File: config.mk
export PLATFORM = sky130hd
export DESIGN_NAME = phase_scheduler
export DESIGN_NICKNAME = d
export VERILOG_FILES = /design/src/rtl/phase_scheduler.sv
export SDC_FILE = /design/constraint.sdc
export NUM_CORES = 1
export LEC_CHECK = 0
export ABC_AREA = 0
export CAP_MARGIN = 10
export CORE_MARGIN = 1.5
export CORE_UTILIZATION = 53
export DETAILED_ROUTE_END_ITERATION = 10
export GPL_TIMING_DRIVEN = 0
export HOLD_SLACK_MARGIN = 0.1
export PLACE_DENSITY = 0.75
export SETUP_SLACK_MARGIN = 0.05
export SYNTH_ARGS = -nofsm -noshare
export SYNTH_HDL_FRONTEND = slang
export SYNTH_SLANG_ARGS = --single-unit
File: constraint.sdc
create_clock -name clk -period 2.3 [get_ports clk]
set_input_delay 0.46 -clock clk [delete_from_list [all_inputs] [get_ports clk]]
set_output_delay 0.46 -clock clk [all_outputs]
set_load 0.01 [all_outputs]
File: src/rtl/phase_scheduler.sv
`default_nettype none
// ============================================================================
// Module   : phase_scheduler
// Purpose  : Request-driven intersection phase controller. Latches
//            synchronized vehicle/pedestrian requests, arbitrates round-robin
//            over four phases and sequences ALLRED -> GREEN -> YELLOW with
//            tick-based timers, driving the lamp outputs from registers.
// Revision : 1.0 - initial release
// ----------------------------------------------------------------------------
// Ports
//   clk     in   system clock
//   reset   in   asynchronous active-high reset
//   req     in   [3:0] async level requests: NS thru, EW thru, NS left, ped
//   hold    in   synchronous freeze of prescaler, timer and state
//   green   out  [1:0] {EW, NS} green lamps
//   yellow  out  [1:0] {EW, NS} yellow lamps
//   red     out  [1:0] {EW, NS} red lamps
//   left    out  [1:0] {EW, NS} left arrows (EW arrow is never lit)
//   walk    out  pedestrian walk lamp
//   phase   out  [1:0] phase currently or last served
// ============================================================================
module phase_scheduler #(
    parameter int TICK_DIV  = 50_000_000,
    parameter int MIN_GREEN = 5,
    parameter int MAX_GREEN = 20,
    parameter int YELLOW    = 3,
    parameter int ALL_RED   = 1
) (
    input  logic       clk,
    input  logic       reset,
    input  logic [3:0] req,
    input  logic       hold,
    output logic [1:0] green,
    output logic [1:0] yellow,
    output logic [1:0] red,
    output logic [1:0] left,
    output logic       walk,
    output logic [1:0] phase
);

    localparam int C_PRESC_W = $clog2(TICK_DIV);
    localparam int C_TMAX_GY = (MAX_GREEN > YELLOW) ? MAX_GREEN : YELLOW;
    localparam int C_TMAX    = (C_TMAX_GY > ALL_RED) ? C_TMAX_GY : ALL_RED;
    // One spare count so tcnt + 1 never wraps before it is compared.
    localparam int C_TCNT_W  = $clog2(C_TMAX + 2);

    typedef enum logic [1:0] {
        S_ALLRED = 2'd0,
        S_GREEN  = 2'd1,
        S_YELLOW = 2'd2
    } state_t;

    state_t                r_state, w_state_next;
    logic [C_PRESC_W-1:0]  r_presc;
    logic [C_TCNT_W-1:0]   r_tcnt, w_tcnt_inc;
    logic [3:0]            r_req_m, r_req_s;
    logic [3:0]            r_pending, w_pending_next;
    logic [1:0]            r_search_start;
    logic [1:0]            w_phase_next, w_sel, w_cand;
    logic                  w_found, w_tick, w_others, w_enter_green;
    logic [3:0]            w_cur_mask, w_green_mask, w_clear_mask;
    logic [1:0]            w_green_n, w_yellow_n, w_red_n, w_left_n;
    logic                  w_walk_n;

    always_comb begin
        w_tick     = (r_presc == C_PRESC_W'(TICK_DIV - 1)) && !hold;
        w_tcnt_inc = r_tcnt + 1'b1;
        w_cur_mask = 4'b0001 << phase;
        w_others   = |(r_pending & ~w_cur_mask);

        // Round-robin search; falls back to phase 0 when nothing is pending.
        w_sel   = 2'd0;
        w_found = 1'b0;
        w_cand  = 2'd0;
        for (int k = 0; k < 4; k++) begin
            w_cand = r_search_start + 2'(k);
            if (!w_found && r_pending[w_cand]) begin
                w_sel   = w_cand;
                w_found = 1'b1;
            end
        end

        w_state_next = r_state;
        w_phase_next = phase;
        case (r_state)
            S_ALLRED: begin
                if (w_tick && (w_tcnt_inc == C_TCNT_W'(ALL_RED))) begin
                    w_state_next = S_GREEN;
                    w_phase_next = w_sel;
                end
            end
            S_GREEN: begin
                if (w_tick && w_others &&
                    ((w_tcnt_inc >= C_TCNT_W'(MAX_GREEN)) ||
                     ((w_tcnt_inc >= C_TCNT_W'(MIN_GREEN)) && !r_req_s[phase])))
                    w_state_next = S_YELLOW;
            end
            S_YELLOW: begin
                if (w_tick && (w_tcnt_inc == C_TCNT_W'(YELLOW)))
                    w_state_next = S_ALLRED;
            end
            default: w_state_next = S_ALLRED;
        endcase

        // A phase being served does not re-latch its own request; the clear
        // applied on green entry overrides a same-cycle set.
        w_enter_green  = (r_state == S_ALLRED) && (w_state_next == S_GREEN);
        w_green_mask   = (r_state == S_GREEN) ? w_cur_mask : 4'b0000;
        w_clear_mask   = w_enter_green ? (4'b0001 << w_sel) : 4'b0000;
        w_pending_next = (r_pending | (r_req_s & ~w_green_mask)) & ~w_clear_mask;

        // Lamps are decoded from the next state so they switch on the same
        // edge as the state register.
        w_green_n  = 2'b00;
        w_yellow_n = 2'b00;
        w_red_n    = 2'b11;
        w_left_n   = 2'b00;
        w_walk_n   = 1'b0;
        if (w_state_next == S_GREEN) begin
            case (w_phase_next)
                2'd0:    begin w_green_n = 2'b01; w_red_n = 2'b10; end
                2'd1:    begin w_green_n = 2'b10; w_red_n = 2'b01; end
                2'd2:    begin w_left_n  = 2'b01; w_red_n = 2'b11; end
                default: begin w_walk_n  = 1'b1;  w_red_n = 2'b11; end
            endcase
        end else if (w_state_next == S_YELLOW) begin
            case (w_phase_next)
                2'd0:    begin w_yellow_n = 2'b01; w_red_n = 2'b10; end
                2'd1:    begin w_yellow_n = 2'b10; w_red_n = 2'b01; end
                2'd2:    begin w_yellow_n = 2'b01; w_red_n = 2'b10; end
                default: begin w_red_n    = 2'b11; end
            endcase
        end
    end

    always_ff @(posedge clk or posedge reset) begin
        if (reset) begin
            r_state        <= S_ALLRED;
            r_presc        <= '0;
            r_tcnt         <= '0;
            r_req_m        <= 4'b0000;
            r_req_s        <= 4'b0000;
            r_pending      <= 4'b0000;
            r_search_start <= 2'd0;
            phase          <= 2'd0;
            green          <= 2'b00;
            yellow         <= 2'b00;
            red            <= 2'b11;
            left           <= 2'b00;
            walk           <= 1'b0;
        end else begin
            r_req_m   <= req;
            r_req_s   <= r_req_m;
            r_pending <= w_pending_next;
            r_state   <= w_state_next;
            phase     <= w_phase_next;
            green     <= w_green_n;
            yellow    <= w_yellow_n;
            red       <= w_red_n;
            left      <= w_left_n;
            walk      <= w_walk_n;

            if (w_enter_green)
                r_search_start <= w_sel + 2'd1;

            if (w_state_next != r_state) begin
                r_presc <= '0;
                r_tcnt  <= '0;
            end else if (!hold) begin
                r_presc <= w_tick ? '0 : r_presc + 1'b1;
                // Only an uncontested green can run past its target; it
                // saturates at MAX_GREEN.
                if (w_tick && !((r_state == S_GREEN) &&
                                (r_tcnt >= C_TCNT_W'(MAX_GREEN))))
                    r_tcnt <= w_tcnt_inc;
            end
        end
    end

endmodule
`default_nettype wire

# ---- Word-level counts from Yosys, hierarchy flattened
# Index checks and enable logic that the tools add are counted.
dict set report totals {
  input_bits 7
  out_inout_bits 11
  elab_cells 117
  reg_bits 58
}
dict set report classes {
  n_reduce_logical 26
  bitwise_logic 7
  add_sub_neg 6
  shift 2
  mux 44
  eq_ne 11
  order_cmp 8
}
# op count
set ops {}
lappend ops {{$mux W26} 3}
lappend ops {{$mux W2} 14}
lappend ops {{$add A26 B1 Y26 const B} 1}
lappend ops {{$eq A26 B26 Y1 const B} 1}
lappend ops {{$pmux W2 S2} 4}
lappend ops {{$lt A2 B3 Y1 const B} 5}
lappend ops {{$mux W5} 3}
lappend ops {{$and A4 B4 Y4} 3}
lappend ops {{$logic_and A1 B1 Y1} 12}
lappend ops {{$mux W1} 12}
lappend ops {{$not A4 Y4} 3}
lappend ops {{$bmux W1 S2} 5}
lappend ops {{$ge A5 B5 Y1 const B} 2}
lappend ops {{$mux W4} 2}
lappend ops {{$shl A1 B2 Y4 const A} 2}
lappend ops {{$eq A2 B1 Y1 const B} 3}
lappend ops {{$eq A2 B2 Y1 const B} 3}
lappend ops {{$logic_not A1 Y1} 6}
lappend ops {{$pmux W2 S3} 1}
lappend ops {{$add A5 B1 Y5 const B} 1}
lappend ops {{$eq A5 B1 Y1 const B} 1}
lappend ops {{$eq A5 B2 Y1 const B} 1}
lappend ops {{$ge A5 B3 Y1 const B} 1}
lappend ops {{$add A2 B1 Y2 const B} 2}
lappend ops {{11 further kinds} 13}

# ---- Depth between registers and ports, before layout
# Gate-level depths: netlist (run 1).
dict set report logic_depth {
  depth_word 19
  mapped_depth 11
  mapped_depth_nobuf 9
}

# ---- Least setup slack after synthesis (run 1)
# OpenSTA, ideal clock, no wires.
dict set report synth_path {
  kind {register to register}
  startpoint {register r_tcnt[0]}
  endpoint {register r_presc[12]}
  setup_slack_ps -157
  n_path_buf 1
  stages_incl_launch_ff 11
  synth_period_minus_slack_ps 2457
  required_time_ps 2223
  arrival_time_ps 2380
  setup_time_ps 77
  path_cell_list {dfrtp_1 -> inv_1 -> ha_1 -> or3b_2 -> a2111oi_0 -> a211o_1 -> nor3_1 -> a31oi_1 -> o21ai_2 -> buf_6 -> a21oi_1}
}
dict set report synth_via {
  elab_chain_cells 9
  elab_cells_between_ends 17
  classes_between {add/sub: 1; order compare: 2; eq/ne: 4; mux: 5; reduce/logical: 5}
}
# element line
set synth_lines {}
lappend synth_lines {{start: declaration} 55} ;# logic [C_TCNT_W-1:0] r_tcnt, w_tcnt_inc;
lappend synth_lines {{start signal: assignment} 175} ;# r_tcnt <= w_tcnt_inc;
lappend synth_lines {{$add A5 B1 Y5 *} 67} ;# w_tcnt_inc = r_tcnt + 1'b1;
lappend synth_lines {{$ge A5 B3 Y1} 95} ;# ((w_tcnt_inc >= C_TCNT_W'(MIN_GREEN)) && !r_req_s[phase])))
lappend synth_lines {{$logic_and A1 B1 Y1} 95}
lappend synth_lines {{$logic_or A1 B1 Y1} 94} ;# ((w_tcnt_inc >= C_TCNT_W'(MAX_GREEN)) ||
lappend synth_lines {{$logic_and A1 B1 Y1} 93} ;# if (w_tick && w_others &&
lappend synth_lines {{$mux W2} 93}
lappend synth_lines {{$pmux W2 S3 *} 85} ;# case (r_state)
lappend synth_lines {{$ne A2 B2 Y1 *} 166} ;# if (w_state_next != r_state) begin
lappend synth_lines {{$ne A2 B1 Y1 (no line) or $mux W26 (tied branches)} -}
lappend synth_lines {{end signal: assignment} 170} ;# r_presc <= w_tick ? '0 : r_presc + 1'b1;
lappend synth_lines {{end: declaration} 54} ;# logic [C_PRESC_W-1:0] r_presc;
# Every way passes the cells marked *; elsewhere a longest branch is shown, timed or not.
# A chain may end at the register's enable or synchronous reset.

# ---- Final worst setup path (run 1)
dict set report layout_path {
  startpoint {register r_presc[9]}
  endpoint {register red[0]}
}
dict set report layout_via {
  elab_chain_cells 10
  elab_cells_between_ends 22
  classes_between {eq/ne: 5; mux: 10; reduce/logical: 7}
}
# element line
set layout_lines {}
lappend layout_lines {{$eq A26 B26 Y1 *} 66} ;# w_tick = (r_presc == C_PRESC_W'(TICK_DIV - 1)) && !hold;
lappend layout_lines {{$logic_and A1 B1 Y1 *} 66}
lappend layout_lines {{$logic_and A1 B1 Y1 *} 87} ;# if (w_tick && (w_tcnt_inc == C_TCNT_W'(ALL_RED))) begin
lappend layout_lines {{$mux W2 *} 87}
lappend layout_lines {{$mux W2 *} 85}
lappend layout_lines {{named net w_phase_next[0]} 59} ;# logic [1:0] w_phase_next, w_sel, w_cand;
lappend layout_lines {{$eq A2 B2 Y1 or $logic_not A2 Y1 (tied branches)} {127, 120}}
lappend layout_lines {{$reduce_or A2 Y1 (no line)} -}
lappend layout_lines {{$pmux W2 S2} 127} ;# case (w_phase_next)
lappend layout_lines {{$mux W2} 126} ;# end else if (w_state_next == S_YELLOW) begin
lappend layout_lines {{$mux W2 *} 119} ;# if (w_state_next == S_GREEN) begin
lappend layout_lines {{named net w_red_n[0]} 62} ;# logic [1:0] w_green_n, w_yellow_n, w_red_n, w_left_n;
lappend layout_lines {{end signal: assignment} 159} ;# red <= w_red_n;
lappend layout_lines {{end: declaration} 35} ;# output logic [1:0] red,
# The timed path passes the listed nets; every way through them passes the cells marked *.

==> impl_metrics.tcl, run 1 <==
set metrics [dict create \
    synth_top_area_share 0.461 \
    worstPathArrival_ns 2.69 \
    critPathMaxFanout 7 \
    register_area_mm2 0.00143 \
    drv_cap 0 \
    dp_cells 402 \
    drcViolationCount 0 \
    multi_input_area_mm2 0.00171 \
    synthXorXnorAreaFrac 0.0587 \
    max_freq_ghz 0.412 \
    syn_area_per_cell_um2 9.54 \
    slowest_delay_ns 0.55 \
    nets 376 \
    fin_crit_sh 1.06 \
    cts_buffer_depth 2 \
    place_area_mm2 0.00332 \
    overflow 0 \
    worstHoldPathType "register to register" \
    power_mw 2.25 \
    via_per_inst 5.88 \
    period_needed_ns 2.43 \
    synth_top_flop_cell "dfrtp_1" \
    maxSlewViolCount 0 \
    ioPinCount 18 \
    leakage_nw 1.53 \
    drt_wl_total_mm 7.39 \
    dr.pass1.iters 5 \
    grt_pass1_vias 2461 \
    critPathKind "register to register" \
    vias 2574 \
    cts_htree_levels 3 \
    synth_edf_count 0 \
    fillers 391 \
    finClkSkew_ns 0.0128 \
    synth.area.top_cells "dfrtp_1 46%, nor2_1 6.5%, a21oi_1 3.7%" \
    syn2layout_area_growth_pct 31.5 \
    synth_cell_types 51 \
    cts_root_buf "clkbuf_8" \
    synthMuxAreaShare 0.0444 \
    worst_pin_slew_ns 0.685 \
    grt_pass1_wl_mm 12.0 \
    fin_cells 438 \
    placementRows 27 \
    dr.first_iter.drc_count 230 \
    slew_headroom 0.540 \
    grt_usage 0.256 \
    end_kind "register" \
    portBuffers 16 \
    yosys_warnings 0 \
    slowest_stage "or4_4" \
    hpwl_mm 4.44 \
    yosysTopAreaCell "dfrtp_1" \
    path_cells "or4_4, nor4_4, and4_1, buf_6, and4_4, mux2_4, nor3_4, nor2_1" \
    power_density_mw_per_mm2 572 \
    tritoncts "built" \
    synth_top_family_by_area "simple AND/OR/NAND/NOR gates" \
    die_w_um 78.1 \
    cts_inserted_buffers 9 \
    synth_adder_area_share 0.0335 \
    yosysSeqAreaShare 0.478 \
    diodes 0 \
    violations "setup timing" \
    status "finished, violations left" \
    synthArstFlopShare 1.00 \
    clkTransAtPathRegs_ns 0.06 \
    hold_viol 0 \
    whs_ns 0.353 \
    critPathRequiredTime_ns 2.56 \
    crit_path_start_kind "register" \
    dp_worst_setup_slack_ns -0.410 \
    netlist_area_mm2 0.00299 \
    die_area_mm2 0.00609 \
    ant_nets 0 \
    start_util 0.546 \
    syn-num-nets 328 \
    insertion_delay_ns 0.34 \
    wire_per_inst_um 16.9 \
    worst_slack_ns -0.128 \
    final_util 0.717 \
    synth_compound_area_frac 0.0997 \
    synthSimpleGateAreaFrac 0.243 \
    antenna_found_initial 0 \
    core_area_mm2 0.00547 \
    design_area_mm2 0.00393 \
    synth_seq_cells 57 \
    drive_gt1_frac 0.301 \
    grt_max_degree 36 \
    cts_sinks 57 \
    finalSetupViolCount 32 \
    rsz0062_at_grt "yes" \
    max-vdd-ir-drop_mv 0.507 \
    gp_congestion 0.884 \
    synth_cells 313 \
    tns_ns -2.64 \
    die_h_um 78.1 \
]
-- worst paths after layout --
check	startpoint	end	cells after the start	slack (ns)
worst max-delay path	r_presc[9]	red[0]	8	-0.13
worst min-delay path	r_req_m[0]	r_req_s[0]	0	0.35
worst max register to register	r_presc[9]	red[0]	8	-0.13
worst min register to register	r_req_m[0]	r_req_s[0]	0	0.35
max in group asynchronous	reset	red[0]	3	1.20
min in group asynchronous	reset	r_presc[24]	2	0.47
-- per-layer routing --
metal	GRT usage	wire length, um	vias to the layer above
met5	0	0	-
met4	0.0839	119	0
li1	-	-	1195
met1	0.369	3420	1287
met2	0.383	3450	81
met3	0.0593	403	11
-- cell families (layout without fill, tap and decap cells) --
logic type | count (synthesis) | in the layout
AND/OR/NAND/NOR | 143 | 143
flip-flops | 57 | 57
AO/OA/AOI/OAI | 49 | 49
buffers and inverters | 24 | 77
XOR/XNOR | 20 | 20
multiplexers | 11 | 11
adder cells (fa/ha/maj) | 8 | 8
other | 1 | 1
-- cell usage after synthesis, types with 3 or more instances --
| cell | instances |
|---|---|
| a21oi_1 | 22 |
| a31oi_1 | 5 |
| and3_1 | 3 |
| buf_6 | 3 |
| clkbuf_1 | 5 |
| dfrtp_1 | 55 |
| ha_1 | 8 |
| inv_1 | 11 |
| mux2_2 | 4 |
| mux2i_1 | 5 |
| nand2_1 | 21 |
| nand3_1 | 15 |
| nand3b_1 | 4 |
| nand4_1 | 6 |
| nor2_1 | 52 |
| nor3_1 | 10 |
| nor3b_1 | 3 |
| nor4_1 | 6 |
| nor4b_1 | 3 |
| o21ai_0 | 9 |
| or3_1 | 5 |
| or4_1 | 3 |
| xnor2_1 | 11 |
| xor2_1 | 9 |
-- final cells by class --
cell class / count / share of cell area
Buffer: 9 / 0.0194
Clock buffer: 11 / 0.0360
Clock inverter: 5 / 0.0140
Inverter: 12 / 0.0115
Multi-Input combinational cell: 232 / 0.435
Sequential cell: 57 / 0.365
Tap cell: 72 / 0.0229
Timing Repair Buffer: 40 / 0.0966
-- what timing repair did --
| action | 4_1_cts | 5_1_grt |
|---|---|---|
| buffers inserted | 13 | 8 |
| setup endpoints to repair | 36 | 38 |
| resized for setup | 24 | 37 |
| hold buffers | 0 | 0 |
| pin swaps | 4 | 9 |
| gates cloned | 2 | 0 |
-- power by group --
| group | switching [mW] | internal, mW |
|---|---|---|
| Sequential | 0.0711 | 1.06 |
| Combinational | 0.0993 | 0.0910 |
| Clock | 0.399 | 0.526 |
-- worst max-delay path, delay by kind of cell (launching register included) --
family | cells | cell delay [ns]
and+or+nand+nor | 6 | 1.50
DFF | 1 | 0.39
muxes | 1 | 0.36
buffers and inverters | 1 | 0.11
-- layout by cell type (no fill, tap or decap), drive strengths merged, types with 9 or more instances in the layout --
cell and instances:
buf 31, o21ai 10, inv 12, xor2 9, nand2 21, nor2 52
a21oi 22, nand3 15, dfrtp 55, xnor2 11, nor3 11, clkdlybuf4s50 16
clkbuf 13
-- registers in the layout (all words and copies together), names as in the netlist --
name and flops:
green 2, left 1, phase 2, r_pending 4
r_presc 26, r_req_m 4, r_req_s 4, r_search_start 2
r_state 2, r_tcnt 5, red 2, walk 1
yellow 2
No activity file was read; power rests on OpenSTA's default activity.
==> run 2: changes to the inputs <==
--- a/config.mk
+++ b/config.mk
@@ -9,8 +9,8 @@
 export CAP_MARGIN = 10
 export CORE_MARGIN = 1.5
 export CORE_UTILIZATION = 53
+export CTS_CLUSTER_DIAMETER = 200
 export DETAILED_ROUTE_END_ITERATION = 10
-export GPL_TIMING_DRIVEN = 0
 export HOLD_SLACK_MARGIN = 0.1
 export PLACE_DENSITY = 0.75
 export SETUP_SLACK_MARGIN = 0.05
==> constraint.sdc (replaced) <==
create_clock -name clk -period 2.3 [get_ports clk]
set_input_delay 0.46 -clock clk [delete_from_list [all_inputs] [get_ports clk]]
set_output_delay 0.46 -clock clk [all_outputs]
set_load 0.005 [all_outputs]
==> impl_metrics.tcl, run 2 (synthesis results as in run 1) <==
set metrics [dict create \
    placementRows 27 \
    dr.first_iter.drc_count 243 \
    critPathMaxFanout 5 \
    vias 2761 \
    overflow 0 \
    slowest_stage "or4_4" \
    maxSlewViolCount 0 \
    insertion_delay_ns 0.34 \
    r2r_start "r_presc[8]" \
    status "finished, violations left" \
    die_w_um 78.1 \
    finClkSkew_ns 0.0137 \
    grt_usage 0.266 \
    mostFrequentLayoutCells "54 x dfrtp_1, 47 x buf_4, 41 x nor2_1" \
    grt_use_met2 0.416 \
    grt_pass1_wl_mm 12.3 \
    max_freq_ghz 0.416 \
    violations "setup timing" \
    slowest_delay_ns 0.56 \
    worst_slack_ns -0.104 \
    gp_congestion 0.979 \
    crit_start "r_presc[8]" \
    end_kind "register" \
    dr.pass1.iters 4 \
    drv_cap 0 \
    fin_crit_sh 1.05 \
    top_usage_layer "met2" \
    via_per_inst 5.95 \
    layout_commonest_cell "dfrtp_1" \
    p_clk_frac 0.441 \
    syn2layout_area_growth_pct 39.7 \
    max-vdd-ir-drop_mv 0.633 \
    path_cells "or4_4, nor4_4, and4_1, and4_4, mux2i_4, inv_2, nor3_4, nor2_1" \
    met3_usage 0.0558 \
    finalSetupViolCount 27 \
    clkTransAtPathRegs_ns 0.07 \
    cts_inserted_buffers 9 \
    grt_pass1_vias 2623 \
    die_h_um 78.1 \
    cts_htree_levels 3 \
    critPathKind "register to register" \
    p_sw_frac 0.253 \
    drt_wl_total_mm 8.22 \
    top_register "r_presc" \
    core_area_mm2 0.00547 \
    diodes 0 \
    tns_ns -1.20 \
    final_util 0.762 \
    cts_sinks 57 \
    antenna_found_initial 0 \
    p_seq_frac 0.477 \
    leakage_nw 1.69 \
    critPathTopFamily "simple AND/OR/NAND/NOR gates" \
    combPwrFrac 0.081 \
    ioPinCount 18 \
    nets 402 \
    hold_viol 0 \
    grt_max_degree 36 \
    die_area_mm2 0.00609 \
    switchingPower_uw 595 \
    ant_nets 0 \
    cts_root_buf "clkbuf_8" \
    groute.layer.met1.usage 0.352 \
    portBuffers 16 \
    drcViolationCount 0 \
    crit_path_start_kind "register" \
    hpwl_mm 5.00 \
    worstHoldPathType "register to register" \
    tritoncts "built" \
    period_needed_ns 2.40 \
    rsz0062_at_grt "yes" \
    wire_per_inst_um 17.7 \
    worst_pin_slew_ns 0.619 \
    dp_worst_setup_slack_ns -0.161 \
    largest_reg_flops 26 \
    start_util 0.546 \
    drive_gt1_frac 0.344 \
    top_regs "r_presc (26), r_tcnt (5)" \
    cts_buffer_depth 2 \
    critPathRequiredTime_ns 2.57 \
    hold_start "r_req_m[2]" \
    crit_buf_inv 1 \
    power_density_mw_per_mm2 564 \
    slew_headroom 0.587 \
    worstPathArrival_ns 2.67 \
    intPower_mw 1.76 \
]
-- run 2: cell count changes in the layout (fill, tap and decap cells not counted), moves of 2 or more --
cell	before	now
a21oi_1	15	17
a21oi_2	7	5
buf_4	18	47
clkbuf_1	3	0
clkinv_4	0	2
nor2_1	38	41
nor2_2	9	5
nor3_1	8	6
-- run 2: power groups by stage --
| stage | logic [mW] | registers (mW) | clock network [mW] |
|---|---|---|---|
| finish | 0.191 | 1.12 | 1.04 |
| global route | 0.210 | 1.13 | 1.09 |
| CTS | 0.180 | 1.12 | 1.05 |
| detailed placement | 0.176 | 1.13 | 0 |
| global placement | 0.168 | 1.13 | 0 |
| floorplan | 0.122 | 1.12 | 0 |
-- run 2: repair_timing --
item | CTS | global route
resized for setup | 30 | 30
buffers inserted | 9 | 5
setup endpoints to repair | 31 | 35
gates cloned | 0 | 1
hold buffers | 0 | 0
pin swaps | 7 | 6
-- run 2: final timing paths --
kind | end | slack [ns] | cells after the start
max | red[0] | -0.10 | 8
min | r_req_s[2] | 0.35 | 0
max reg2reg | red[0] | -0.10 | 8
min reg2reg | r_req_s[2] | 0.35 | 0
max in group asynchronous | red[0] | 1.42 | 3
min in group asynchronous | r_presc[5] | 0.48 | 3
-- run 2: worst register-to-register path, delay by kind of cell, from the launching register on --
family	cells	cell delay, ns
and+or+nand+nor	6	1.56
DFF	1	0.39
muxes	1	0.29
buffers and inverters	1	0.10
-- run 2: layout make-up --
class	instances	area [um2]
Clock inverter	7	95.1
Sequential cell	57	1430
Clock buffer	9	124
Timing Repair Buffer	75	671
Fill cell	348	1300
Multi-Input combinational cell	232	1720
Inverter	12	45.0
Tap cell	72	90.1
-- run 2: per-layer routing --
metal  up-vias  wire length [um]
met4         0               170
li1       1255                 -
met1      1331              3390
met5         -                 0
met2       152              4010
met3        23               649
-- run 2: stage by stage --
step / cell area [um2] / power (mW) / hold WS [ns] / std cells
final: 4170 / 2.35 / 0.353 / 464
after global routing: 4170 / 2.43 / 0.357 / 464
after CTS: 3990 / 2.35 / 0.356 / 459
after detailed placement: 3570 / 1.31 / 0.340 / 435
after global placement: 3570 / 1.30 / 0.333 / 435
after floorplan: 3050 / 1.24 / 0.331 / 313
==> run 3: changes to the inputs <==
--- a/config.mk
+++ b/config.mk
@@ -11,8 +11,9 @@
 export CORE_UTILIZATION = 53
 export CTS_CLUSTER_DIAMETER = 200
 export DETAILED_ROUTE_END_ITERATION = 10
+export GPL_ROUTABILITY_DRIVEN = 0
 export HOLD_SLACK_MARGIN = 0.1
-export PLACE_DENSITY = 0.75
+export PLACE_DENSITY = 0.78
 export SETUP_SLACK_MARGIN = 0.05
 export SYNTH_ARGS = -nofsm -noshare
 export SYNTH_HDL_FRONTEND = slang
==> impl_metrics.tcl, run 3 (synthesis results as in run 1) <==
set metrics [dict create \
    leakage_nw 1.63 \
    antenna_found_initial 0 \
    die_w_um 78.1 \
    period_needed_ns 2.46 \
    hpwl_mm 5.01 \
    critPathMaxFanout 7 \
    grt_max_degree 58 \
    insertion_delay_ns 0.34 \
    hold_viol 0 \
    overflow 0 \
    placementRows 27 \
    cts_inserted_buffers 9 \
    worstHoldPathType "register to register" \
    cts_root_buf "clkbuf_8" \
    max_freq_ghz 0.406 \
    r2r_start "r_tcnt[0]" \
    maxSlewViolCount 0 \
    tns_ns -3.22 \
    status "finished, violations left" \
    largest_reg_flops 26 \
    power_density_mw_per_mm2 573 \
    dp_worst_setup_slack_ns -0.220 \
    grt_usage 0.271 \
    cts_buffer_depth 2 \
    worst_slack_ns -0.160 \
    critPathKind "register to register" \
    ant_nets 0 \
    r2r_end "walk" \
    place_area_mm2 0.00360 \
    rsz0062_at_grt "yes" \
    end_kind "register" \
    diodes 0 \
    layout_commonest_cell "dfrtp_1" \
    die_h_um 78.1 \
    finalSetupViolCount 29 \
    hold_buffers 0 \
    dr.pass1.iters 4 \
    syn2layout_area_growth_pct 35.1 \
    drt_wl_total_mm 7.74 \
    grt_pass1_vias 2671 \
    worst_pin_slew_ns 0.543 \
    top_regs "r_presc (26), r_tcnt (5)" \
    ioPinCount 18 \
    whs_ns 0.347 \
    wire_per_inst_um 17.0 \
    mostFrequentLayoutCells "55 x dfrtp_1, 43 x nor2_1, 41 x buf_4" \
    slew_headroom 0.637 \
    tritoncts "built" \
    grt_pass1_wl_mm 12.6 \
    design_area_mm2 0.00404 \
    r2r_slack_ns -0.16 \
    max-vdd-ir-drop_mv 0.849 \
    clkTransAtPathRegs_ns 0.07 \
    drcViolationCount 0 \
    hold_start "r_req_m[3]" \
    power_mw 2.31 \
    start_util 0.546 \
    top_register "r_presc" \
    drive_gt1_frac 0.312 \
    dr.first_iter.drc_count 261 \
    holdPathEnd "r_req_s[3]" \
    hold-path-cell-count 0 \
    die_area_mm2 0.00609 \
    violations "setup timing" \
    core_area_mm2 0.00547 \
    drv_cap 0 \
    critPathRequiredTime_ns 2.53 \
    via_per_inst 5.91 \
    cts_htree_levels 3 \
    vias 2683 \
    crit_path_start_kind "register" \
    worstPathArrival_ns 2.69 \
    cts_sinks 57 \
    reg2regPathDepth 9 \
    finClkSkew_ns 0.00907 \
    portBuffers 16 \
    nets 392 \
    fin_crit_sh 1.07 \
]
==> run 3: changes by cell type in the layout (fill, tap and decap cells not counted), moves of 2 or more <==
| cell | before | now |
|---|---|---|
| nor2_1 | 41 | 43 |
| buf_12 | 1 | 3 |
| nor2_4 | 6 | 3 |
| buf_4 | 47 | 41 |
| buf_6 | 10 | 4 |
| clkinv_4 | 2 | 0 |
==> run 3: area by class of cell <==
class | instances | area, um2
multi-input cells | 232 | 1660
fillers | 343 | 1440
flip-flops and latches | 57 | 1430
repair buffers | 65 | 601
clock buffers | 10 | 128
well taps | 72 | 90.1
clock inverters | 6 | 82.6
inverters | 12 | 45.0
==> run 3: repair_timing <==
item	in CTS	in global routing
gates resized for setup	9	33
gates cloned	1	0
setup buffers	1	1
pin swaps	1	13
setup endpoints to repair	30	39
==> run 3: how the worst max path moves through the flow <==
stage,from,to,slack (ns),cells past startpoint
finish,r_tcnt[0],walk,-0.16,9
global route,r_tcnt[1],r_presc[1],-0.24,10
CTS,r_tcnt[1],r_presc[12],-0.14,11
detailed placement,hold,red[0],-0.22,7
global placement,hold,left[0],-0.14,6
floorplan,r_presc[8],red[0],-0.001,8
==> run 3: power breakdown <==
group,internal (mW),switching [mW]
logic,0.0824,0.0909
clock network,0.604,0.418
registers,1.06,0.0559
==> run 3: through the flow <==
stage | cells | util
after floorplan | 313 | -
after global placement | 436 | 0.659
after detailed placement | 436 | 0.659
after CTS | 454 | 0.712
after global routing | 454 | 0.737
final | 454 | 0.737
==> run 3: worst max-delay path, stage by stage (launching register included) <==
cell,delay (ns)
dfrtp_1,0.39
buf_4,0.17
and3_4,0.15
mux2_2,0.26
a211o_1,0.35
buf_6,0.14
or3_4,0.34
a211oi_4,0.30
inv_1,0.09
and3_4,0.18
==> run 3: per-layer routing <==
metal | up-vias | routed length [um] | global-route usage
li1 | 1231 | - | -
met1 | 1308 | 3270 | 0.367
met2 | 119 | 3660 | 0.412
met3 | 25 | 586 | 0.0581
met4 | 0 | 218 | 0.138
met5 | - | 0 | 0
